## src/rtl/memory2_stage_if.sv

```systemverilog
// Memory1 -> Memory2 -> Writeback signal bundle. The stage itself uses the
// slave modport; whatever drives Memory1 and Writeback uses the master modport.
interface memory2_stage_if #(
  parameter int XLEN = 32
);
  logic            flush;
  logic            in_valid;
  logic            in_ready;
  logic [XLEN-1:0] ex_result_pass;
  logic [4:0]      rd_index_pass;
  logic [2:0]      number_length_pass;
  logic [1:0]      memory_rw_pass;
  logic            writeback_valid_pass;
  logic            writeback_src_pass;
  logic            dcache_data_ok;
  logic [XLEN-1:0] dcache_rdata;
  logic            wb_valid;
  logic            wb_ready;
  logic            wb_en;
  logic [4:0]      wb_rd_index;
  logic [XLEN-1:0] wb_data;

  modport slave (
    input  flush, in_valid, ex_result_pass, rd_index_pass, number_length_pass,
           memory_rw_pass, writeback_valid_pass, writeback_src_pass,
           dcache_data_ok, dcache_rdata, wb_ready,
    output in_ready, wb_valid, wb_en, wb_rd_index, wb_data
  );

  modport master (
    output flush, in_valid, ex_result_pass, rd_index_pass, number_length_pass,
           memory_rw_pass, writeback_valid_pass, writeback_src_pass,
           dcache_data_ok, dcache_rdata, wb_ready,
    input  in_ready, wb_valid, wb_en, wb_rd_index, wb_data
  );
endinterface

```

## src/rtl/memory2_stage.sv

```systemverilog
// Memory2 pipeline stage: waits for the data-cache response, formats load
// data and holds a registered result for Writeback under valid/ready.
//
// state | meaning
// IDLE  | stage empty, ready to accept
// WAIT  | load/store accepted, cache response outstanding
// DONE  | result held for Writeback
// DRAIN | flushed while a response is outstanding; swallow it
module memory2_stage #(
  parameter int XLEN = 32
) (
  input  logic             clk,
  input  logic             rst,
  memory2_stage_if.slave   bus_io
);

  typedef enum logic [1:0] {
    IDLE  = 2'd0,
    WAIT  = 2'd1,
    DONE  = 2'd2,
    DRAIN = 2'd3
  } state_t;

  state_t          state_q, state_d;
  logic [XLEN-1:0] ex_result_q, ex_result_d;
  logic [4:0]      rd_index_q, rd_index_d;
  logic [2:0]      len_q, len_d;
  logic [1:0]      rw_q, rw_d;
  logic            wbv_q, wbv_d;
  logic            src_q, src_d;
  logic [XLEN-1:0] wb_data_q, wb_data_d;

  logic            in_ready;
  logic            accept;
  logic            in_is_mem;
  logic            is_load;
  logic [7:0]      byte_sel;
  logic [15:0]     half_sel;
  logic            sext;
  logic [XLEN-1:0] load_fmt;

  assign in_ready  = ~bus_io.flush &
                     ((state_q == IDLE) | ((state_q == DONE) & bus_io.wb_ready));
  assign accept    = bus_io.in_valid & in_ready;
  assign in_is_mem = (bus_io.memory_rw_pass == 2'b01) | (bus_io.memory_rw_pass == 2'b10);
  assign is_load   = (rw_q == 2'b01);
  assign sext      = ~len_q[2];

  always_comb begin
    byte_sel = 8'h00;
    case (ex_result_q[1:0])
      2'd0: byte_sel = bus_io.dcache_rdata[7:0];
      2'd1: byte_sel = bus_io.dcache_rdata[15:8];
      2'd2: byte_sel = bus_io.dcache_rdata[23:16];
      2'd3: byte_sel = bus_io.dcache_rdata[31:24];
      default: byte_sel = 8'h00;
    endcase
    half_sel = ex_result_q[1] ? bus_io.dcache_rdata[31:16] : bus_io.dcache_rdata[15:0];
    case (len_q[1:0])
      2'b00:   load_fmt = {{24{sext & byte_sel[7]}}, byte_sel};
      2'b01:   load_fmt = {{16{sext & half_sel[15]}}, half_sel};
      default: load_fmt = bus_io.dcache_rdata;
    endcase
  end

  always_comb begin
    state_d     = state_q;
    ex_result_d = ex_result_q;
    rd_index_d  = rd_index_q;
    len_d       = len_q;
    rw_d        = rw_q;
    wbv_d       = wbv_q;
    src_d       = src_q;
    wb_data_d   = wb_data_q;

    if (bus_io.flush) begin
      case (state_q)
        WAIT:    state_d = bus_io.dcache_data_ok ? IDLE : DRAIN;
        DRAIN:   state_d = DRAIN;
        default: state_d = IDLE;
      endcase
    end else begin
      case (state_q)
        WAIT: begin
          if (bus_io.dcache_data_ok) begin
            state_d   = DONE;
            wb_data_d = (is_load & src_q) ? load_fmt : ex_result_q;
          end
        end
        DONE: begin
          if (bus_io.wb_ready & ~accept) state_d = IDLE;
        end
        DRAIN: begin
          if (bus_io.dcache_data_ok) state_d = IDLE;
        end
        default: ;
      endcase

      // accept overrides the DONE->IDLE path for zero-bubble back-to-back
      if (accept) begin
        state_d     = in_is_mem ? WAIT : DONE;
        ex_result_d = bus_io.ex_result_pass;
        rd_index_d  = bus_io.rd_index_pass;
        len_d       = bus_io.number_length_pass;
        rw_d        = bus_io.memory_rw_pass;
        wbv_d       = bus_io.writeback_valid_pass;
        src_d       = bus_io.writeback_src_pass;
        wb_data_d   = bus_io.ex_result_pass;
      end
    end
  end

  always_ff @(posedge clk or posedge rst) begin
    if (rst) begin
      state_q     <= IDLE;
      ex_result_q <= '0;
      rd_index_q  <= '0;
      len_q       <= '0;
      rw_q        <= '0;
      wbv_q       <= 1'b0;
      src_q       <= 1'b0;
      wb_data_q   <= '0;
    end else begin
      state_q     <= state_d;
      ex_result_q <= ex_result_d;
      rd_index_q  <= rd_index_d;
      len_q       <= len_d;
      rw_q        <= rw_d;
      wbv_q       <= wbv_d;
      src_q       <= src_d;
      wb_data_q   <= wb_data_d;
    end
  end

  assign bus_io.in_ready    = in_ready;
  assign bus_io.wb_valid    = (state_q == DONE);
  assign bus_io.wb_en       = (state_q == DONE) & wbv_q & (rd_index_q != 5'd0);
  assign bus_io.wb_rd_index = rd_index_q;
  assign bus_io.wb_data     = wb_data_q;

endmodule

```

## src/flat_wrapper.sv

```systemverilog
// flat-port wrapper written by rule: the top's interface ports become plain ports
module memory2_stage_flat 
#(
  parameter int XLEN = 32
)
  (clk, rst, bus_io_flush, bus_io_in_valid, bus_io_ex_result_pass, bus_io_rd_index_pass, bus_io_number_length_pass, bus_io_memory_rw_pass, bus_io_writeback_valid_pass, bus_io_writeback_src_pass, bus_io_dcache_data_ok, bus_io_dcache_rdata, bus_io_wb_ready, bus_io_in_ready, bus_io_wb_valid, bus_io_wb_en, bus_io_wb_rd_index, bus_io_wb_data);
  memory2_stage_if #(.XLEN(XLEN)) bus_io_i ();
  input  logic clk;
  input  logic rst;
  input wire logic [$bits(bus_io_i.flush)-1:0] bus_io_flush;
  input wire logic [$bits(bus_io_i.in_valid)-1:0] bus_io_in_valid;
  input wire logic [$bits(bus_io_i.ex_result_pass)-1:0] bus_io_ex_result_pass;
  input wire logic [$bits(bus_io_i.rd_index_pass)-1:0] bus_io_rd_index_pass;
  input wire logic [$bits(bus_io_i.number_length_pass)-1:0] bus_io_number_length_pass;
  input wire logic [$bits(bus_io_i.memory_rw_pass)-1:0] bus_io_memory_rw_pass;
  input wire logic [$bits(bus_io_i.writeback_valid_pass)-1:0] bus_io_writeback_valid_pass;
  input wire logic [$bits(bus_io_i.writeback_src_pass)-1:0] bus_io_writeback_src_pass;
  input wire logic [$bits(bus_io_i.dcache_data_ok)-1:0] bus_io_dcache_data_ok;
  input wire logic [$bits(bus_io_i.dcache_rdata)-1:0] bus_io_dcache_rdata;
  input wire logic [$bits(bus_io_i.wb_ready)-1:0] bus_io_wb_ready;
  output wire logic [$bits(bus_io_i.in_ready)-1:0] bus_io_in_ready;
  output wire logic [$bits(bus_io_i.wb_valid)-1:0] bus_io_wb_valid;
  output wire logic [$bits(bus_io_i.wb_en)-1:0] bus_io_wb_en;
  output wire logic [$bits(bus_io_i.wb_rd_index)-1:0] bus_io_wb_rd_index;
  output wire logic [$bits(bus_io_i.wb_data)-1:0] bus_io_wb_data;
  assign bus_io_i.flush = bus_io_flush;
  assign bus_io_i.in_valid = bus_io_in_valid;
  assign bus_io_i.ex_result_pass = bus_io_ex_result_pass;
  assign bus_io_i.rd_index_pass = bus_io_rd_index_pass;
  assign bus_io_i.number_length_pass = bus_io_number_length_pass;
  assign bus_io_i.memory_rw_pass = bus_io_memory_rw_pass;
  assign bus_io_i.writeback_valid_pass = bus_io_writeback_valid_pass;
  assign bus_io_i.writeback_src_pass = bus_io_writeback_src_pass;
  assign bus_io_i.dcache_data_ok = bus_io_dcache_data_ok;
  assign bus_io_i.dcache_rdata = bus_io_dcache_rdata;
  assign bus_io_i.wb_ready = bus_io_wb_ready;
  assign bus_io_in_ready = bus_io_i.in_ready;
  assign bus_io_wb_valid = bus_io_i.wb_valid;
  assign bus_io_wb_en = bus_io_i.wb_en;
  assign bus_io_wb_rd_index = bus_io_i.wb_rd_index;
  assign bus_io_wb_data = bus_io_i.wb_data;
  memory2_stage #(.XLEN(XLEN)) u_core (.clk(clk), .rst(rst), .bus_io(bus_io_i));
endmodule
```

## config.mk

```make
export PLATFORM = sky130hd
export DESIGN_NAME = memory2_stage_flat
export DESIGN_NICKNAME = d
export VERILOG_FILES = /design/src/rtl/memory2_stage_if.sv /design/src/rtl/memory2_stage.sv /design/src/flat_wrapper.sv
export SDC_FILE = /design/constraint.sdc
export NUM_CORES = 1
export LEC_CHECK = 0
export ABC_AREA = 1
export CAP_MARGIN = 25
export CORE_UTILIZATION = 30
export DETAILED_ROUTE_END_ITERATION = 8
export PLACE_DENSITY_LB_ADDON = 0.25
export SLEW_MARGIN = 20
export SYNTH_ARGS = -nofsm -noshare
export SYNTH_HDL_FRONTEND = slang
export SYNTH_SLANG_ARGS = --single-unit
```

## constraint.sdc

```tcl
create_clock -name clk -period 2.1 [get_ports clk]
set_input_delay 0.21 -clock clk [delete_from_list [all_inputs] [get_ports clk]]
set_output_delay 0.21 -clock clk [all_outputs]
set_load 0.01 [all_outputs]
```

## After elaboration in Yosys (flattened, before gate mapping)

Index checks and enable logic that the tools add are counted.

| storage, ports and cells | value |
|---|---|
| input port bits | 82 |
| output and inout bits | 40 |
| logic and storage cells | 61 |
| bits in registers | 78 |

| cells by class | value |
|---|---|
| bitwise operators | 14 |
| reductions and logical operators | 10 |
| equality and inequality tests | 13 |
| mux-type cells | 16 |

Operator list:

| kind | count |
|---|---|
| $mux W32 | 4 |
| $pmux W32 S2 | 1 |
| $pmux W8 S4 | 1 |
| $mux W16 | 1 |
| $mux W2 | 7 |
| $eq A2 B1 Y1 const B | 5 |
| $eq A2 B2 Y1 const B | 5 |
| $reduce_bool A5 Y1 | 2 |
| $and A1 B1 Y1 | 9 |
| $ne A4 B3 Y1 const B | 2 |
| $logic_not A2 Y1 | 3 |
| $pmux W2 S3 | 1 |
| $ne A4 B2 Y1 const B | 1 |
| $pmux W2 S2 | 1 |
| $reduce_and A4 Y1 | 1 |
| $reduce_bool A2 Y1 | 2 |
| $not A1 Y1 | 3 |
| $reduce_and A3 Y1 | 1 |
| $or A1 B1 Y1 | 2 |
| $reduce_and A2 Y1 | 1 |

## Logic depth before layout (Yosys ltp)

| logic depth | value |
|---|---|
| depth in word-level cells | 11 |
| mapped depth | 10 |

## Least setup slack after synthesis

No wires, ideal clock.

| timing | value |
|---|---|
| path type | register to register |
| from | register u_core.state_q[0] |
| to | register u_core.wb_data_q[7], in the netlist u_core.bus_io.wb_data[7] |
| arrival time | 1.210 ns |
| stages on the path, launching flop included | 8 |
| required time | 1.982 ns |
| slack | 0.772 ns |
| cells stage by stage | dfrtp_1 nor2_4 nand3_4 nand2_1 buf_2 nand2_1 a21oi_1 nor2_1 |

| on the way | value |
|---|---|
| cells in the longest elaborated chain, start to end | 7 |
| elaborated cells between the ends (all ways) | 11 |
| those cells by class | eq/ne (2); mux (1); bitwise (4); reduce/logical (4) |

RTL lines:

| what | line | text |
|---|---|---|
| from (decl) | memory2_stage.sv:24 | `state_t state_q, state_d;` |
| from (signal assigned) | memory2_stage.sv:124 | `state_q <= state_d;` |
| $eq A2 B2 Y1 | memory2_stage.sv:43 | `((state_q == IDLE) \| ((state_q == DONE) & bus_io.wb_ready));` |
| $and A1 B1 Y1 | memory2_stage.sv:43 |  |
| $or A1 B1 Y1 | memory2_stage.sv:43 |  |
| $and A1 B1 Y1 | memory2_stage.sv:42 | `assign in_ready = ~bus_io.flush &` |
| $and A1 B1 Y1 | memory2_stage.sv:44 | `assign accept = bus_io.in_valid & in_ready;` |
| $reduce_bool A2 Y1 (no source line) | -- |  |
| $reduce_and A3 Y1 (no source line) | -- |  |
| to (signal assigned) | memory2_stage.sv:131 | `wb_data_q <= wb_data_d;` |
| to (decl) | memory2_stage.sv:31 | `logic [XLEN-1:0] wb_data_q, wb_data_d;` |

Parallel ways exist; a longest one is shown, timed or not.
A chain may end at the register's enable or synchronous reset.

## Final worst setup path

| timing | value |
|---|---|
| from | register u_core.rd_index_q[0], in the netlist u_core.bus_io.wb_rd_index[0] |
| to | output bus_io_wb_en |

| on the way | value |
|---|---|
| cells in the longest elaborated chain, start to end | 2 |

RTL lines:

| what | line | text |
|---|---|---|
| from (decl) | memory2_stage.sv:26 | `logic [4:0] rd_index_q, rd_index_d;` |
| from (signal assigned) | memory2_stage.sv:126 | `rd_index_q <= rd_index_d;` |
| $reduce_bool A5 Y1 | memory2_stage.sv:137 | `assign bus_io.wb_en = (state_q == DONE) & wbv_q & (rd_index_q != 5'd0);` |
| $and A1 B1 Y1 | memory2_stage.sv:137 |  |
| to (decl) | flat_wrapper.sv:23 | `output wire logic [$bits(bus_io_i.wb_en)-1:0] bus_io_wb_en;` |

Every way passes these cells.

==> impl_metrics.ini <==
[clock_network]
root_buffer = clkbuf_16
cts.sinks = 78
cts_buffers = 9
clock_path_buffers = 2
cts_tree = built
holdBufCountCts = 0
clk_latency_ns = 0.34
path_clk_slew_ns = 0.06
htreeDepth = 3
cts_resized = 0
post-cts-setup-buffers = 0

[sta]
slew_headroom_pct = 67.4
setup_ws_ns = 0.194
finClkSkew_ns = 0.00463
final_hold_viol_count = 0
tightest_slew_ns = 0.489
drv_slew = 0
rsz0062_at_grt = false
finalCritPeriodShare_pct = 90.7
maxClockFrequency_mhz = 525
finalSetupTns_ns = 0
setup_viol = 0
finalCriticalPeriod_ns = 1.91

[logic_synthesis]
synth-simple-area-share_pct = 29.5
netlist_area_mm2 = 0.00435
synth_compound_area_share_pct = 15.4
ys_ff_latch = 78
yosys_warnings = 0
synth.yosys.seq_area_share_pct = 44.9
synth_top_family_by_area = simple AND/OR/NAND/NOR gates
synth-adder-area-share_pct = 0
syn_inst = 608
ys_types = 28
synthesis.nets = 690
synthXorXnorAreaFrac_pct = 0.201
synthMuxAreaShare_pct = 0
syn_avg_cell_area_um2 = 7.16

[floorplanning]
die_w_um = 122
start_util_pct = 31.1
die_h_um = 122
num_rows = 43
io_pins = 122
die_area_mm2 = 0.0150
core_mm2 = 0.0140

[layout]
regArea_mm2 = 0.00195
drive_gt1_share_pct = 6.17
syn_to_final_growth_pct = 39.3
layout.nets = 807
fillers = 1446
antenna_cells = 0
multiInputGateArea_mm2 = 0.00196

[power_and_ir_drop]
finalPower_mw = 8.09
p_leak_nw = 2.91
peakVddDrop_mv = 0.504
power_density_mw_per_mm2 = 1340

[global_routing]
globalRouteMet1Util_pct = 24.6
use_met3_pct = 3.35
top_usage_layer = met2
grt_use_met2_pct = 29.5
grt_pass1_vias = 4209
gr-total-overflow = 0
grt_pass1_wl_um = 20900
grt_max_degree = 79
grtUsageTotal_pct = 18.2
antenna_found_initial = 0

[drt]
final_antenna_net_count = 0
vias = 4255
dr.first_iter.drc_count = 250
drt_first_pass_iters = 5
drcViolationCount = 0
wl_per_cell_um = 14.5
routed_wirelength_um = 13100
viasPerCell = 4.68

[placed_design]
hpwl_um = 9860
portBuffers = 121
dp_slack_ns = 0.205
gp_congestion = 0.860

[worst_setup_path]
crit_required_ns = 1.89
cp-start-kind = flop
critical_path_class = reg -> out
cp_max_fo = 3
critPathCaptureType = primary output
worstPathArrival_ns = 1.70

[job]
cap_violations = 0

[worst_hold_path]
hold_path.class = in -> async

[outcome]
outcome = finished, final reports clean
-- per-layer routing --
| layer | part of all wire [%] | wire (um) | up-vias |
|---|---|---|---|
| li1 | - | - | 2158 |
| met1 | 47 | 6130 | 1973 |
| met2 | 47 | 6200 | 114 |
| met3 | 4.8 | 635 | 10 |
| met4 | 1.3 | 165 | 0 |
| met5 | 0 | 0 | - |
-- worst max-delay path, cell delays in order (launching register included) --
cell and delay (ns):
dfrtp_1 0.40, nor4_1 0.27, nand2_1 0.10, nand3_1 0.07, inv_1 0.04, clkdlybuf4s50_1 0.47
-- cells in the final DEF (no fill, tap or decap), drive strengths merged --
cell type / instances
a21oi: 63
a22oi: 3
buf: 17
bufinv: 1
clkbuf: 14
clkdlybuf4s50: 121
clkinvlp: 1
dfrtp: 78
inv: 64
nand2: 210
nand3: 39
nor2: 52
nor3: 3
nor4: 1
o211ai: 3
o21ai: 54
o21bai: 1
o22ai: 2
or2: 1
xor2: 1
-- where the power goes --
| group | total [mW] | switching [mW] | internal (mW) |
|---|---|---|---|
| Sequential | 2.67 | 0.447 | 2.23 |
| Combinational | 3.88 | 2.14 | 1.74 |
| Clock | 1.53 | 0.586 | 0.948 |
-- final timing paths --
check | start | endpoint | slack [ns] | cells past startpoint
setup / recovery | u_core.bus_io.wb_rd_index[0]$_DFFE_PP0P_ | bus_io_wb_en | 0.19 | 5
hold reg to reg | u_core.ex_result_q[13]$_DFFE_PP0P_ | u_core.ex_result_q[13]$_DFFE_PP0P_ | 0.47 | 2
max in group asynchronous | rst | u_core.bus_io.wb_data[11]$_DFFE_PP0P_ | 1.44 | 3
min in group clk | bus_io_rd_index_pass[2] | u_core.bus_io.wb_rd_index[2]$_DFFE_PP0P_ | 0.41 | 3
setup reg to reg | u_core.len_q[1]$_DFFE_PP0P_ | u_core.bus_io.wb_data[7]$_DFFE_PP0P_ | 0.38 | 7
hold / removal | rst | u_core.bus_io.wb_data[30]$_DFFE_PP0P_ | 0.34 | 3
-- metrics by stage --
step	cells	hold WS [ns]	utilization (%)	area (um2)
finish	909	0.338	43.3	6060
CTS	909	0.363	43.3	6060
global route	909	0.398	43.3	6060
detailed placement	894	0.457	41.3	5770
global placement	894	0.452	41.3	5770
floorplan	608	0.320	-	4350
-- sequential cells by signal, summed over array words and instances (netlist names) --
register                   count
u_core.bus_io.wb_data         32
u_core.len_q                   3
u_core.rw_q                    2
u_core.ex_result_q            32
u_core.state_q                 2
u_core.wbv_q                   1
u_core.bus_io.wb_rd_index      5
u_core.src_q                   1
-- layout make-up --
class / instances / share of cell area (%)
clock buffers: 14 / 4.19
clock inverters: 1 / 0.496
inverters: 65 / 4.09
multi-input cells: 433 / 32.4
flip-flops and latches: 78 / 32.2
well taps: 180 / 3.72
repair buffers: 138 / 22.9
-- cell families after synthesis --
logic type	after synthesis
and+or+nand+nor	306
DFF	78
buffers and inverters	97
AOI/OAI and AO/OA	126
xor gates and xnor gates	1
-- Yosys cell counts --
cell type / n / area, um2
a21oi_4: 1 / 16.3
nor2_1: 48 / 180
o21bai_1: 1 / 7.51
clkbuf_1: 6 / 22.5
nand2_1: 209 / 785
nor2_4: 3 / 33.8
nor2_8: 1 / 20.0
o22ai_1: 2 / 12.5
dfrtp_1: 78 / 1950
a22oi_1: 3 / 22.5
buf_4: 4 / 30.0
xor2_1: 1 / 8.76
nor4_1: 1 / 6.26
o21ai_0: 49 / 245
a21oi_2: 2 / 17.5
buf_2: 17 / 85.1
a21oi_1: 60 / 300
buf_6: 5 / 56.3
or2_2: 1 / 6.26
o21ai_1: 5 / 25.0
nand2_4: 1 / 11.3
inv_1: 61 / 229
o211ai_1: 3 / 22.5
inv_2: 4 / 15.0
nor3_1: 3 / 15.0
nand3_4: 2 / 35.0
nand3_2: 1 / 10.0
nand3_1: 36 / 180
No activity file was read; power rests on OpenSTA's default activity.
